===== src/rtl/pwm_counter.sv =====
// pwm_counter
//   Timebase counter feeding the PWM output stage. A prescaler divides clk
//   into count ticks. The counter runs up or down and wraps at a programmable
//   period. Each wrap raises a one-cycle overflow (up) or underflow (down)
//   pulse. period and prescale are held in shadow registers so that writes
//   made mid-cycle take effect only at a wrap or a restart.
//
// Ports
//   clk          peripheral clock
//   rst_n        asynchronous active-low reset
//   en           counter enable (level)
//   count_reset  synchronous restart pulse; reloads shadows, clears count
//   upnotdown    1 = count up, 0 = count down
//   period       wrap value (live register)
//   prescale     tick every prescale+1 clk cycles (live register)
//   count_val    registered current count
//   overflow     one-cycle pulse on an up-count wrap
//   underflow    one-cycle pulse on a down-count wrap
module pwm_counter #(
  parameter int CNT_W = 16,
  parameter int PRE_W = 8
) (
  input  logic             clk,
  input  logic             rst_n,
  input  logic             en,
  input  logic             count_reset,
  input  logic             upnotdown,
  input  logic [CNT_W-1:0] period,
  input  logic [PRE_W-1:0] prescale,
  output logic [CNT_W-1:0] count_val,
  output logic             overflow,
  output logic             underflow
);

  logic [PRE_W-1:0] pre_cnt;
  logic [CNT_W-1:0] period_sh;
  logic [PRE_W-1:0] prescale_sh;

  logic [CNT_W-1:0] count_nxt;
  logic [PRE_W-1:0] pre_nxt;
  logic [CNT_W-1:0] period_sh_nxt;
  logic [PRE_W-1:0] prescale_sh_nxt;
  logic             overflow_nxt;
  logic             underflow_nxt;
  logic             tick;

  assign tick = (pre_cnt == prescale_sh);

  always_comb begin
    count_nxt       = count_val;
    pre_nxt         = pre_cnt;
    period_sh_nxt   = period_sh;
    prescale_sh_nxt = prescale_sh;
    overflow_nxt    = 1'b0;
    underflow_nxt   = 1'b0;

    if (count_reset) begin
      count_nxt       = '0;
      pre_nxt         = '0;
      period_sh_nxt   = period;
      prescale_sh_nxt = prescale;
    end else if (!en) begin
      // While stopped the shadows follow the live registers, so a restart
      // picks up whatever was written in the meantime.
      pre_nxt         = '0;
      period_sh_nxt   = period;
      prescale_sh_nxt = prescale;
    end else begin
      if (tick) begin
        pre_nxt = '0;
      end else begin
        pre_nxt = pre_cnt + 1'b1;
      end

      if (tick) begin
        if (upnotdown) begin
          // >= rather than == so that a count left above a newly shrunk
          // period wraps on the next tick instead of running to 2^CNT_W.
          if (count_val >= period_sh) begin
            count_nxt       = '0;
            overflow_nxt    = 1'b1;
            period_sh_nxt   = period;
            prescale_sh_nxt = prescale;
          end else begin
            count_nxt = count_val + 1'b1;
          end
        end else begin
          if (count_val == '0) begin
            // The reload value is the old shadow. A new period applies from
            // the following wrap.
            count_nxt       = period_sh;
            underflow_nxt   = 1'b1;
            period_sh_nxt   = period;
            prescale_sh_nxt = prescale;
          end else begin
            count_nxt = count_val - 1'b1;
          end
        end
      end
    end
  end

  always_ff @(posedge clk or negedge rst_n) begin
    if (!rst_n) begin
      count_val   <= '0;
      overflow    <= 1'b0;
      underflow   <= 1'b0;
      pre_cnt     <= '0;
      period_sh   <= '0;
      prescale_sh <= '0;
    end else begin
      count_val   <= count_nxt;
      overflow    <= overflow_nxt;
      underflow   <= underflow_nxt;
      pre_cnt     <= pre_nxt;
      period_sh   <= period_sh_nxt;
      prescale_sh <= prescale_sh_nxt;
    end
  end

endmodule


===== config.mk =====
export PLATFORM = sky130hd
export DESIGN_NAME = pwm_counter
export DESIGN_NICKNAME = d
export VERILOG_FILES = /design/src/rtl/pwm_counter.sv
export SDC_FILE = /design/constraint.sdc
export NUM_CORES = 1
export LEC_CHECK = 0
export BUFFER_PORTS_ARGS = -buffer_cell sky130_fd_sc_hd__buf_2
export CAP_MARGIN = 10
export CORE_ASPECT_RATIO = 1.5
export CORE_MARGIN = 4
export CORE_UTILIZATION = 30
export CTS_CLUSTER_DIAMETER = 50
export DETAILED_ROUTE_END_ITERATION = 6
export SETUP_SLACK_MARGIN = 0.3
export SLEW_MARGIN = 10
export SYNTH_ARGS = -nofsm -noshare
export SYNTH_HDL_FRONTEND = slang
export SYNTH_SLANG_ARGS = --single-unit

===== constraint.sdc =====
create_clock -name clk -period 2.59 [get_ports clk]
set_clock_uncertainty 0.05 [all_clocks]
set_input_delay 0 -clock clk [delete_from_list [all_inputs] [get_ports clk]]
set_output_delay 0 -clock clk [all_outputs]
set_load 0.005 [all_outputs]

# Word level (Yosys, flattened, before mapping)

Index checks and enable logic that the tools add are counted.

Register bits after elaboration: 50
Logic and storage cells: 50
Input port bits: 29

Add/sub/neg operators: 3
Order comparisons: 1
Mux-type cells: 31
Reductions and logical operators: 5
Equality and inequality tests: 4

Operators with widths:

| cell                                                                    | number |
|---|---|
| 16-bit 2-to-1 mux                                                       | 12 |
| 8-bit 2-to-1 mux                                                        | 9 |
| 16-bit by 1-bit adder with 16-bit output, second input constant         | 1 |
| 16-bit greater-or-equal comparator                                      | 1 |
| 16-bit zero test                                                        | 1 |
| 16-bit by 1-bit subtractor with 16-bit output, second input constant    | 1 |
| 1-bit 2-to-1 mux                                                        | 10 |
| 8-bit by 1-bit adder with 8-bit output, second input constant           | 1 |
| 8-bit == test                                                           | 1 |
| 4-bit by 1-bit inequality test with 1-bit output, second input constant | 1 |
| 4-bit by 3-bit inequality test with 1-bit output, second input constant | 1 |
| 2-bit nonzero test                                                      | 2 |
| 3-bit by 1-bit inequality test with 1-bit output, second input constant | 1 |
| 3-bit AND reduction                                                     | 1 |
| 2-bit AND reduction                                                     | 1 |

# Longest topological paths before layout

Gate-level depths: netlist (run 1).

Word-level depth: 6
Mapped depth: 9
Depth with buffers taken out: 8

# Worst setup path before layout (run 1)

No wires, ideal clock.

Path type: register -> register
Start point: register count_val[14]
End point: register period_sh[0]
Setup slack: 0.038 ns
Stages on the path, launching flop included: 9
Arrival time: 2.377 ns
Path buffers: 1
Cells stage by stage: dfrtp_1 > ha_1 > nand4_1 > or3_1 > a221o_1 > a31oi_4 > o21ai_4 > buf_6 > mux2_4

Word-level cells in the longest chain between the ends: 3
Elaborated cells on any way between the ends: 5
Those cells by class: order compare: 1; eq/ne: 2; reduce/logical: 2

Ends and longest elaborated chain:

| item                                                                                                                           | RTL line | text |
|---|---|---|
| start, declared                                                                                                                | 30       | `output logic [CNT_W-1:0] count_val,` |
| start signal, assigned                                                                                                         | 112      | `count_val <= count_nxt;` |
| 16-bit greater-or-equal comparator or 16-bit zero test (tied branches)                                                         | 79, 88   |  |
| 4-bit by 3-bit inequality test with 1-bit output (no line) or 4-bit by 1-bit inequality test with 1-bit output (tied branches) | --       |  |
| 3-bit AND reduction (no line) *                                                                                                | --       |  |
| end signal, assigned                                                                                                           | 116      | `period_sh <= period_sh_nxt;` |
| end, declared                                                                                                                  | 36       | `logic [CNT_W-1:0] period_sh;` |

Every way passes the cells marked *; elsewhere a longest branch is shown, timed or not.
A chain may end at the register's enable or synchronous reset.

# Worst setup path in the final report (run 1)

Start point: register count_val[15]
End point: register period_sh[2]

The elaborated chain is that of the path after synthesis.

==> results of run 1 <==
worst min-delay path by stage:
stage | depth (start not counted) | slack (ns) | to
after floorplan | 0 | -0.35 | count_val[0]
after global placement | 1 | -0.06 | count_val[10]
after detailed placement | 1 | -0.05 | count_val[10]
after CTS | 3 | 0.13 | count_val[1]
after global routing | 3 | 0.15 | count_val[1]
final | 3 | 0.14 | count_val[1]
per-stage QoR:
| step | hold WS, ns | util [%] |
|---|---|---|
| floorplan | -0.3456 | - |
| CTS | 0.1270 | 41.70 |
| global route | 0.1476 | 42.55 |
| detailed placement | -0.05221 | 36.40 |
| finish | 0.1444 | 42.55 |
| global placement | -0.06161 | 36.40 |
tightest hold or removal path, cell delays in order:
cell	delay (ns)
sky130_fd_sc_hd__buf_2	0.20
sky130_fd_sc_hd__a21oi_1	0.19
sky130_fd_sc_hd__o21ai_2	0.06
flip-flops by register name, summed over array words and instances, names as in the netlist:
| name | flops |
|---|---|
| underflow | 1 |
| overflow | 1 |
| count_val | 16 |
| prescale_sh | 8 |
| pre_cnt | 8 |
| period_sh | 16 |
metal layers:
| metal | vias up | global-route usage (%) | part of all wire, % |
|---|---|---|---|
| li1 | 1589 | - | - |
| met1 | 1609 | 18.18 | 38 |
| met2 | 88 | 30.31 | 54 |
| met3 | 24 | 2.296 | 3.7 |
| met4 | 0 | 8.130 | 4.1 |
| met5 | - | 0 | 0 |
timing repair:
item	4_1_cts	5_1_grt
resized for setup	33	13
hold endpoints to repair	43	0
hold buffers	25	0
setup endpoints to repair	41	41
buffers inserted	7	5
pin swaps	12	5
power breakdown:
part	switching, mW	internal (mW)
registers	0.0338	0.825
clock network	0.319	0.461
logic	0.167	0.198
total	0.520	1.48
kinds of logic (layout without fill, tap and decap cells):
kind of cell	after synthesis	after routing	share of synthesized area (%)
mux	24	24	9.794
simple gates	129	129	19.02
compound gates	79	79	15.76
buf+inv	51	160	6.387
fa+ha+maj	20	20	7.097
flops	50	50	35.49
xor+xnor	26	26	6.459
placed cells by master (no fill, tap or decap), drive strengths merged, types with 4 or more instances in the layout:
| master | Yosys | layout |
|---|---|---|
| o22ai | 7 | 7 |
| dlygate4sd3 | 0 | 25 |
| xor2 | 13 | 13 |
| xnor2 | 13 | 13 |
| nand3 | 12 | 12 |
| or4 | 4 | 4 |
| nand2 | 33 | 33 |
| nand4 | 9 | 9 |
| or3 | 4 | 4 |
| ha | 20 | 20 |
| inv | 29 | 30 |
| clkbuf | 15 | 5 |
| mux2 | 24 | 24 |
| o21ai | 22 | 22 |
| nor2 | 28 | 28 |
| dfrtp | 50 | 50 |
| buf | 7 | 98 |
| nor4 | 10 | 10 |
| a41oi | 5 | 5 |
| nor3 | 12 | 12 |
| and3 | 4 | 4 |
| a21oi | 11 | 11 |
| a22oi | 4 | 4 |
cell type report:
type                       count  area [um2]
timing repair buffer         123       910.9
inverter                      29       108.9
tap                          150       187.7
sequential                    50        1254
multi-input combinational    278        2272
clock buffer                   5       125.1
clock inverter                 3       47.55
fill                        1160        6625
==> metrics.json, run 1 <==
{
  "final_layout": {
    "diodes": 0,
    "area_growth_syn_to_layout_pct": 39.14,
    "num-nets-final": 536,
    "drive_gt1_share_pct": 35.66,
    "post_layout_nonfiller_instances": 638,
    "final_area_um2": 4906
  },
  "synthesis": {
    "synth.net_count": 428,
    "count_of_flip_flops_with_a_built_in_enable_after_synthesis": 0,
    "synth_top_flop_cell": "sky130_fd_sc_hd__dfrtp_1",
    "post-synth-top-area-cell": "sky130_fd_sc_hd__dfrtp_1",
    "synthMostInstantiatedCell": "sky130_fd_sc_hd__dfrtp_1",
    "netlist.area_leader.share_pct": 35.49,
    "yosys_register_bits": 50,
    "synth.lib_cells_used.distinct": 57,
    "mean_cell_area_of_the_mapped_netlist_um2": 9.303,
    "ys_top_cells_by_count": "sky130_fd_sc_hd__dfrtp_1, sky130_fd_sc_hd__nand2_1, sky130_fd_sc_hd__inv_1",
    "synthesis.yosys.warnings": 0,
    "async_reset_ff_share_pct": 100.0,
    "synth.yosys.seq_area_share_pct": 35.49,
    "synth_top_cells_by_area": "sky130_fd_sc_hd__dfrtp_1, sky130_fd_sc_hd__mux2_4, sky130_fd_sc_hd__ha_1",
    "summed_instance_area_of_the_synthesized_netlist_um2": 3526,
    "synthCells": 379
  },
  "setup_path": {
    "cell_class_contributing_the_biggest_share_of_worst_path_delay": "compound AO/OA/AOI/OAI gates",
    "timing.critical_path.buf_inv": 1,
    "r2r_start": "count_val[15]",
    "worstPathMaxFanout": 18,
    "worstSetupStartpoint": "count_val[15]",
    "worst_setup_path_start_kind": "register",
    "cp-end-kind": "register",
    "crit_path_cell_trace": "ha_4, nand4_1, or3_4, a221o_1, a31oi_4, o21ai_4, buf_12, mux2_4",
    "crit_slowest_cell": "sky130_fd_sc_hd__dfrtp_1",
    "crit_arrival_ns": 2.75,
    "path_depth": 8,
    "critPathMaxStageDelay_ns": 0.42,
    "worst_setup_ep": "period_sh[2]",
    "worst_ep_required_time_ns": 2.72,
    "worst_r2r_endpoint": "period_sh[2]",
    "register_to_register_path_depth": 8,
    "critical_path_class": "reg2reg",
    "rrSetupSlack_ns": -0.03
  },
  "detailed_routing": {
    "drt.antenna.violating_nets": 0,
    "finalWirelength_um": 10850,
    "drt_first_pass_iters": 4,
    "vias": 3310,
    "routed_via_density": 5.188,
    "drc_errors": 0,
    "routed_wire_length_per_instance_um": 17.01,
    "drtIter0Drc": 189
  },
  "timing": {
    "layout_min_cycle_time_ns": 2.615,
    "final.setup.tns_ns": -0.3635,
    "report.final.slew_viol_count": 0,
    "worstMarginPinSlew_ns": 1.028,
    "setup_viol_count_final": 20,
    "timing.final.hold_violations": 0,
    "layout_setup_ws_ns": -0.02544,
    "grt_setup_unrepaired": "yes",
    "max_clock_freq_mhz": 382.3,
    "max-slew-margin-rel_pct": 31.49,
    "finalCritPeriodShare_pct": 101.0
  },
  "floorplanning": {
    "coreArea_um2": 11530,
    "floorplan.initialDensity_pct": 30.58,
    "pin_count": 47,
    "num_rows": 48,
    "dieHeight_um": 140.8,
    "die-area_um2": 13590,
    "die_w_um": 96.52
  },
  "run_status": {
    "run_status": "complete, but fails checks",
    "failing_checks": "negative setup slack"
  },
  "placed_design": {
    "port-buffer-count": 46,
    "placed_cells": 593,
    "place.detailed.hpwl_um": 8396,
    "preCtsSetupSlack_ns": -0.1076,
    "dpl_cell_area_um2": 4198,
    "place.gp.congestion": 0.9520
  },
  "cts": {
    "max-clock-path-buffers": 2,
    "cts_max_level": 2,
    "clock-sinks": 50,
    "cts.clk_slew.worst_paths_ns": 0.08,
    "cts-buffers-inserted": 5,
    "clk-insertion-delay-late_ns": 0.30,
    "ctsRootBufferMaster": "sky130_fd_sc_hd__clkbuf_16",
    "tritoncts": "built"
  },
  "global_routing": {
    "groute.usage.overall_pct": 16.60,
    "grt_pass1_wl_um": 17260,
    "antenna_found_initial": 0,
    "grt_pass1_vias": 3288,
    "grt-ovfl-total": 0,
    "maximum_number_of_pins_on_one_net_before_global_route_repair": 32
  },
  "min_path": {
    "hold_path.class": "in2reg",
    "min-delay-start": "upnotdown"
  },
  "pwr": {
    "cellPowerDensity_nw_per_um2": 408.6,
    "irDropWorstVdd_uv": 237.0,
    "post-layout-total-power_mw": 2.004,
    "cellLeakagePower_nw": 2.265
  },
  "job": {
    "maxCapViolCount": 0
  }
}
No activity file was read; power rests on OpenSTA's default activity.
==> run 2: changes to the inputs <==
--- a/config.mk
+++ b/config.mk
@@ -9,9 +9,10 @@
 export CAP_MARGIN = 10
 export CORE_ASPECT_RATIO = 1.5
 export CORE_MARGIN = 4
-export CORE_UTILIZATION = 30
+export CORE_UTILIZATION = 53
 export CTS_CLUSTER_DIAMETER = 50
 export DETAILED_ROUTE_END_ITERATION = 6
+export PLACE_DENSITY = 0.77
 export SETUP_SLACK_MARGIN = 0.3
 export SLEW_MARGIN = 10
 export SYNTH_ARGS = -nofsm -noshare
==> metrics.json, run 2 (same netlist as run 1, synthesis figures left out) <==
{
  "timing": {
    "layout_setup_ws": {"value": 0.06515, "unit": "ns", "change": "+0.09060 ns"},
    "grt_setup_unrepaired": "yes",
    "worstMarginPinSlew": {"value": 0.9239, "unit": "ns", "change": "-0.1038 ns"},
    "max_clock_freq": {"value": 396.1, "unit": "MHz", "change": "+3.6%"},
    "finalCritPeriodShare": {"value": 97.48, "unit": "%", "change": "-3.5 points"},
    "layout_min_cycle_time": {"value": 2.525, "unit": "ns", "change": "-0.09060 ns"},
    "worst_hold_slack": {"value": 0.09004, "unit": "ns", "change": "-0.05436 ns"},
    "report.final.slew_viol_count": {"value": 0, "change": "unchanged"},
    "timing.final.hold_violations": {"value": 0, "change": "unchanged"},
    "max-slew-margin-rel": {"value": 38.40, "unit": "%", "change": "+6.9 points"},
    "final.setup.tns": {"value": 0, "unit": "ns", "change": "+0.3635 ns"},
    "setup_viol_count_final": {"value": 0, "change": "-100%"}
  },
  "cts": {
    "cts.clk_slew.worst_paths": {"value": 0.09, "unit": "ns", "change": "about the same"},
    "clock-sinks": {"value": 50, "change": "unchanged"},
    "tritoncts": "built",
    "cts_max_level": {"value": 2, "change": "unchanged"},
    "ctsRootBufferMaster": "sky130_fd_sc_hd__clkbuf_8",
    "clk-insertion-delay-late": {"value": 0.31, "unit": "ns", "change": "about the same"},
    "max-clock-path-buffers": {"value": 2, "change": "unchanged"},
    "cts-buffers-inserted": {"value": 5, "change": "unchanged"}
  },
  "global_routing": {
    "grt_pass1_wl": {"value": 17290, "unit": "um", "change": "+0.20%"},
    "grt_pass1_vias": {"value": 3677, "change": "+12%"},
    "maximum_number_of_pins_on_one_net_before_global_route_repair": {"value": 32, "change": "unchanged"},
    "groute.usage.overall": {"value": 28.05, "unit": "%", "change": "+11 points"},
    "grt-ovfl-total": {"value": 0, "change": "unchanged"},
    "antenna_found_initial": {"value": 0, "change": "unchanged"}
  },
  "floorplanning": {
    "floorplan.initialDensity": {"value": 54.36, "unit": "%", "change": "+24 points"},
    "pin_count": {"value": 47, "change": "unchanged"},
    "dieHeight": {"value": 107.9, "unit": "um", "change": "-23%"},
    "die-area": {"value": 8048, "unit": "um2", "change": "-41%"},
    "num_rows": {"value": 36, "change": "-25%"},
    "coreArea": {"value": 6486, "unit": "um2", "change": "-44%"},
    "die_w": {"value": 74.60, "unit": "um", "change": "-23%"}
  },
  "run_status": {
    "run_status": "complete, but fails checks",
    "failing_checks": "design-rule violations"
  },
  "final_layout": {
    "ff_latch_area": {"value": 1256, "unit": "um2", "change": "+0.20%"},
    "area_growth_syn_to_layout_pct": 34.14,
    "layout_common_cells": "sky130_fd_sc_hd__dfrtp_1, sky130_fd_sc_hd__buf_2, sky130_fd_sc_hd__buf_4, sky130_fd_sc_hd__nand2_1, sky130_fd_sc_hd__nor2_1",
    "post_layout_nonfiller_instances": {"value": 558, "change": "-13%"},
    "n_fill_cell": {"value": 456, "change": "-61%"},
    "num-nets-final": {"value": 531, "change": "-0.93%"},
    "drive_gt1_share": {"value": 37.14, "unit": "%", "change": "+1.5 points"},
    "layout_top_registers": "count_val x16, period_sh x16",
    "diodes": {"value": 0, "change": "unchanged"},
    "area_of_combinational_cells_with_multiple_inputs": {"value": 2308, "unit": "um2", "change": "+1.6%"}
  },
  "pwr": {
    "internal-power": {"value": 1.212, "unit": "mW", "change": "-18%"},
    "power.net_switching": {"value": 0.4865, "unit": "mW", "change": "-6.4%"},
    "switching_share": {"value": 28.65, "unit": "%", "change": "+2.7 points"},
    "share_comb_of_total_power": {"value": 22.3, "unit": "%", "change": "+4.1 points"},
    "cellLeakagePower": {"value": 2.204, "unit": "nW", "change": "-2.7%"},
    "seq_power_share": {"value": 50.7, "unit": "%", "change": "+7.9 points"},
    "clock_power_share": {"value": 27.1, "unit": "%", "change": "-12 points"},
    "irDropWorstVdd": {"value": 380.3, "unit": "uV", "change": "+61%"},
    "cellPowerDensity": {"value": 359.1, "unit": "nW/um2", "change": "-12%"}
  },
  "setup_path": {
    "cp-end-kind": "register",
    "crit_slowest_cell": "sky130_fd_sc_hd__dfrtp_1",
    "critical_path_class": "reg2reg",
    "crit_arrival": {"value": 2.67, "unit": "ns", "change": "-0.08 ns"},
    "crit_path_cell_trace": "ha_4, nand4_1, or3_1, a221o_1, a31oi_4, o21ai_4, buf_12, mux2_4",
    "worst_ep_required_time": {"value": 2.74, "unit": "ns", "change": "+0.02 ns"},
    "rrSetupSlack": {"value": 0.07, "unit": "ns", "change": "+0.09 ns"},
    "cell_class_contributing_the_biggest_share_of_worst_path_delay": "compound AO/OA/AOI/OAI gates",
    "worst_setup_path_start_kind": "register",
    "worstPathMaxFanout": {"value": 12, "change": "-6"},
    "timing.critical_path.buf_inv": {"value": 1, "change": "unchanged"},
    "critPathMaxStageDelay": {"value": 0.43, "unit": "ns", "change": "about the same"}
  },
  "detailed_routing": {
    "drt_first_pass_iters": {"value": 7, "change": "+3"},
    "vias": {"value": 3513, "change": "+6.1%"},
    "routed_via_density": {"value": 6.296, "change": "+21%"},
    "drc_errors": {"value": 1, "change": "+1"},
    "routed_wire_length_per_instance": {"value": 19.12, "unit": "um", "change": "+12%"},
    "drtIter0Drc": {"value": 329, "change": "+74%"},
    "finalWirelength": {"value": 10670, "unit": "um", "change": "-1.7%"},
    "drt.antenna.violating_nets": {"value": 0, "change": "unchanged"}
  },
  "min_path": {
    "hold_path.class": "in2reg"
  },
  "placed_design": {
    "port-buffer-count": {"value": 46, "change": "unchanged"},
    "place.gp.congestion": {"value": 0.9890, "change": "+3.9%"},
    "preCtsSetupSlack": {"value": 0.02566, "unit": "ns", "change": "+0.1332 ns"},
    "placed_cells": {"value": 515, "change": "-13%"},
    "place.detailed.hpwl": {"value": 7549, "unit": "um", "change": "-10%"}
  },
  "job": {
    "maxCapViolCount": {"value": 0, "change": "unchanged"}
  }
}
==> run 2: repair_timing <==
action                     4_1_cts  5_1_grt
hold endpoints to repair        54        0
setup endpoints to repair       40       41
gates resized for setup         38       16
hold buffers                    25        0
pin swaps                       17        1
buffers inserted                 7        4
==> run 2: cell type report <==
cell class	count	share of cell area (%)
Clock buffer	5	1.455
Clock inverter	2	0.2910
Inverter	29	2.302
Multi-Input combinational cell	278	48.81
Sequential cell	50	26.56
Tap cell	76	2.011
Timing Repair Buffer	118	18.57
==> run 2: per-layer routing <==
metal	vias to the layer above	routed length [um]	GRT usage [%]
met2	222	5495	48.05
met1	1639	3673	30.52
met4	0	771	17.94
li1	1574	-	-
met3	78	728	5.421
met5	-	0	0
==> run 2: power by group through the flow <==
stage,logic [mW],clock network (mW),registers (mW)
6_report,0.378,0.460,0.860
5_1_grt,0.413,0.493,0.864
2_1_floorplan,0.202,0,0.864
3_3_place_gp,0.303,0,0.873
3_5_place_dp,0.317,0,0.874
4_1_cts,0.363,0.468,0.859
==> run 2: path summary, 6_finish.rpt <==
check	cells past startpoint	startpoint	endpoint
setup / recovery	8	count_val[9]	period_sh[2]
hold / removal	4	count_reset	count_val[13]
setup reg to reg	8	count_val[9]	period_sh[2]
hold reg to reg	1	pre_cnt[0]	pre_cnt[0]
max in group asynchronous	3	rst_n	count_val[3]
min in group asynchronous	2	rst_n	underflow
==> run 2: metrics by stage <==
stage               power (mW)  instance area (um2)  utilization [%]
floorplan                1.066                 3583                -
global placement         1.176                 4100            63.21
detailed placement       1.191                 4100            63.21
CTS                      1.690                 4647            71.64
global route             1.770                 4730            72.92
finish                   1.698                 4730            72.92
==> run 2: worst reg2reg max path, stage by stage (launching register included) <==
cell and delay [ns]:
sky130_fd_sc_hd__dfrtp_1 0.43, sky130_fd_sc_hd__ha_4 0.29, sky130_fd_sc_hd__nand4_1 0.16, sky130_fd_sc_hd__or3_1 0.39, sky130_fd_sc_hd__a221o_1 0.34, sky130_fd_sc_hd__a31oi_4 0.20, sky130_fd_sc_hd__o21ai_4 0.10, sky130_fd_sc_hd__buf_12 0.16
sky130_fd_sc_hd__mux2_4 0.30
==> run 3: changes to the inputs <==
--- a/config.mk
+++ b/config.mk
@@ -9,10 +9,9 @@
 export CAP_MARGIN = 10
 export CORE_ASPECT_RATIO = 1.5
 export CORE_MARGIN = 4
-export CORE_UTILIZATION = 53
+export CORE_UTILIZATION = 32
 export CTS_CLUSTER_DIAMETER = 50
 export DETAILED_ROUTE_END_ITERATION = 6
-export PLACE_DENSITY = 0.77
 export SETUP_SLACK_MARGIN = 0.3
 export SLEW_MARGIN = 10
 export SYNTH_ARGS = -nofsm -noshare
==> constraint.sdc (replaced) <==
create_clock -name clk -period 2.8 [get_ports clk]
set_clock_uncertainty 0.05 [all_clocks]
set_input_delay 0 -clock clk [delete_from_list [all_inputs] [get_ports clk]]
set_output_delay 0 -clock clk [all_outputs]
set_load 0.005 [all_outputs]
==> metrics.json, run 3 (same netlist as run 1, synthesis figures left out) <==
{
  "floorplanning": {
    "coreArea": {"value": 10710, "unit": "um2", "change": "+65%"},
    "die_w": {"value": 93.71, "unit": "um", "change": "+26%"},
    "die-area": {"value": 12800, "unit": "um2", "change": "+59%"},
    "pin_count": {"value": 47, "change": "unchanged"},
    "num_rows": {"value": 46, "change": "+28%"},
    "dieHeight": {"value": 136.6, "unit": "um", "change": "+27%"},
    "floorplan.initialDensity": {"value": 32.94, "unit": "%", "change": "-21 points"}
  },
  "timing": {
    "layout_min_cycle_time": {"value": 2.593, "unit": "ns", "change": "+0.06855 ns"},
    "report.final.slew_viol_count": {"value": 0, "change": "unchanged"},
    "timing.final.hold_violations": {"value": 0, "change": "unchanged"},
    "max-slew-margin-rel": {"value": 66.08, "unit": "%", "change": "+28 points"},
    "layout_setup_ws": {"value": 0.2066, "unit": "ns", "change": "+0.1415 ns"},
    "setup_viol_count_final": {"value": 0, "change": "unchanged"},
    "finalCritPeriodShare": {"value": 92.62, "unit": "%", "change": "-4.9 points"},
    "grt_setup_unrepaired": "yes",
    "worstMarginPinSlew": {"value": 0.5041, "unit": "ns", "change": "-0.4198 ns"},
    "final.setup.tns": {"value": 0, "unit": "ns", "change": "unchanged"},
    "max_clock_freq": {"value": 385.6, "unit": "MHz", "change": "-2.6%"}
  },
  "pwr": {
    "cellPowerDensity": {"value": 389.2, "unit": "nW/um2", "change": "+8.4%"},
    "irDropWorstVdd": {"value": 227.3, "unit": "uV", "change": "-40%"},
    "cellLeakagePower": {"value": 2.178, "unit": "nW", "change": "-1.2%"}
  },
  "setup_path": {
    "critPathMaxStageDelay": {"value": 0.40, "unit": "ns", "change": "-0.03 ns"},
    "cp-end-kind": "register",
    "critical_path_class": "reg2reg",
    "rrSetupSlack": {"value": 0.21, "unit": "ns", "change": "+0.14 ns"},
    "crit_slowest_cell": "sky130_fd_sc_hd__or3_1",
    "worstPathMaxFanout": {"value": 4, "change": "-8"},
    "crit_path_cell_trace": "inv_2, ha_4, nand4_1, or3_1, a221o_1, buf_4, a31o_2, buf_6, a41oi_1, o22ai_1",
    "crit_arrival": {"value": 2.72, "unit": "ns", "change": "+0.05 ns"},
    "worst_ep_required_time": {"value": 2.93, "unit": "ns", "change": "+0.19 ns"},
    "worst_setup_path_start_kind": "register"
  },
  "cts": {
    "cts.clk_slew.worst_paths": {"value": 0.07, "unit": "ns", "change": "-0.02 ns"},
    "cts-buffers-inserted": {"value": 5, "change": "unchanged"},
    "max-clock-path-buffers": {"value": 2, "change": "unchanged"},
    "cts_max_level": {"value": 2, "change": "unchanged"},
    "ctsRootBufferMaster": "sky130_fd_sc_hd__clkbuf_16",
    "tritoncts": "built",
    "clock-sinks": {"value": 50, "change": "unchanged"},
    "clk-insertion-delay-late": {"value": 0.30, "unit": "ns", "change": "about the same"}
  },
  "detailed_routing": {
    "drt.antenna.violating_nets": {"value": 0, "change": "unchanged"},
    "routed_via_density": {"value": 5.239, "change": "-17%"},
    "finalWirelength": {"value": 10330, "unit": "um", "change": "-3.2%"},
    "drt_first_pass_iters": {"value": 4, "change": "-3"},
    "drtIter0Drc": {"value": 176, "change": "-47%"},
    "vias": {"value": 3243, "change": "-7.7%"},
    "drc_errors": {"value": 0, "change": "-1"},
    "routed_wire_length_per_instance": {"value": 16.68, "unit": "um", "change": "-13%"}
  },
  "global_routing": {
    "antenna_found_initial": {"value": 0, "change": "unchanged"},
    "groute.usage.overall": {"value": 16.61, "unit": "%", "change": "-11 points"},
    "maximum_number_of_pins_on_one_net_before_global_route_repair": {"value": 37, "change": "+16%"},
    "grt-ovfl-total": {"value": 0, "change": "unchanged"},
    "grt_pass1_wl": {"value": 16640, "unit": "um", "change": "-3.8%"},
    "grt_pass1_vias": {"value": 3400, "change": "-7.5%"}
  },
  "placed_design": {
    "place.gp.congestion": {"value": 0.9457, "change": "-4.4%"},
    "preCtsSetupSlack": {"value": 0.1313, "unit": "ns", "change": "+0.1057 ns"},
    "port-buffer-count": {"value": 46, "change": "unchanged"},
    "place.detailed.hpwl": {"value": 7874, "unit": "um", "change": "+4.3%"}
  },
  "min_path": {
    "hold_path.class": "in2async"
  },
  "job": {
    "maxCapViolCount": {"value": 0, "change": "unchanged"}
  },
  "final_layout": {
    "drive_gt1_share": {"value": 30.95, "unit": "%", "change": "-6.2 points"},
    "num-nets-final": {"value": 523, "change": "-1.5%"},
    "diodes": {"value": 0, "change": "unchanged"},
    "layout_top_registers": "count_val x16, period_sh x16",
    "mostFrequentLayoutCell": "sky130_fd_sc_hd__dfrtp_1",
    "area_growth_syn_to_layout_pct": 33.57,
    "layout_common_cells": "sky130_fd_sc_hd__dfrtp_1, sky130_fd_sc_hd__buf_2, sky130_fd_sc_hd__buf_4, sky130_fd_sc_hd__nand2_1, sky130_fd_sc_hd__nor2_1"
  },
  "run_status": {
    "run_status": "completed"
  }
}
==> run 3: cell count changes in the layout (fill, tap and decap cells not counted), sizes merged <==
cell,before,now
buf,93,85
bufinv,0,1
==> run 3: metal layers <==
layer	GRT usage [%]	routed length, um	share of wire (%)	vias to the layer above
met2	30.74	5513	53	88
li1	-	-	-	1561
met3	2.695	424	4.1	30
met5	0	0	0	-
met1	17.40	3896	38	1564
met4	9.558	490	4.7	0
==> run 3: worst paths after layout <==
path                               startpoint            end  cells after the start
max in group asynchronous               rst_n   count_val[1]                      3
worst max register to register  period_sh[10]  count_val[14]                     10
min in group clk                  count_reset       overflow                      4
worst max-delay path            period_sh[10]  count_val[14]                     10
worst min register to register     pre_cnt[0]     pre_cnt[0]                      1
worst min-delay path                    rst_n  count_val[15]                      2
==> run 3: layout make-up <==
class	count	area (um2)
multi-input cells	278	2188
fillers	1096	5996
repair buffers	110	805.8
well taps	144	180.2
clock buffers	5	125.1
flip-flops and latches	50	1254
clock inverters	3	47.55
inverters	29	108.9
==> run 3: power by group <==
group / switching [mW] / total (mW) / internal [mW]
clock: 0.287 / 0.714 / 0.427
sequential: 0.0313 / 0.794 / 0.763
combinational: 0.149 / 0.324 / 0.175
total: 0.468 / 1.83 / 1.37
==> run 3: through the flow <==
stage | hold WS (ns) | util, % | instances | area, um2 | total power [mW]
2_1_floorplan | -0.3456 | - | 379 | 3540 | 0.9805
3_3_place_gp | -0.1078 | 37.94 | 574 | 4061 | 1.071
3_5_place_dp | -0.1052 | 37.94 | 574 | 4061 | 1.078
4_1_cts | 0.1149 | 42.30 | 611 | 4528 | 1.833
5_1_grt | 0.1347 | 43.99 | 619 | 4710 | 1.915
6_report | 0.1004 | 43.99 | 619 | 4710 | 1.833
==> run 3: critical path: cells and delay by family, from the launching register on <==
kind / cells / cell delay, ns
compound gates: 4 / 0.85
fa+ha+maj: 1 / 0.26
buf+inv: 3 / 0.36
flops: 1 / 0.39
simple gates: 2 / 0.55
==> run 3: what timing repair did <==
item	4_1_cts	5_1_grt
pin swaps	4	9
resized for setup	2	23
setup endpoints to repair	34	40
buffers inserted	4	8
endpoints found under the hold margin	38	0
hold buffers	25	0
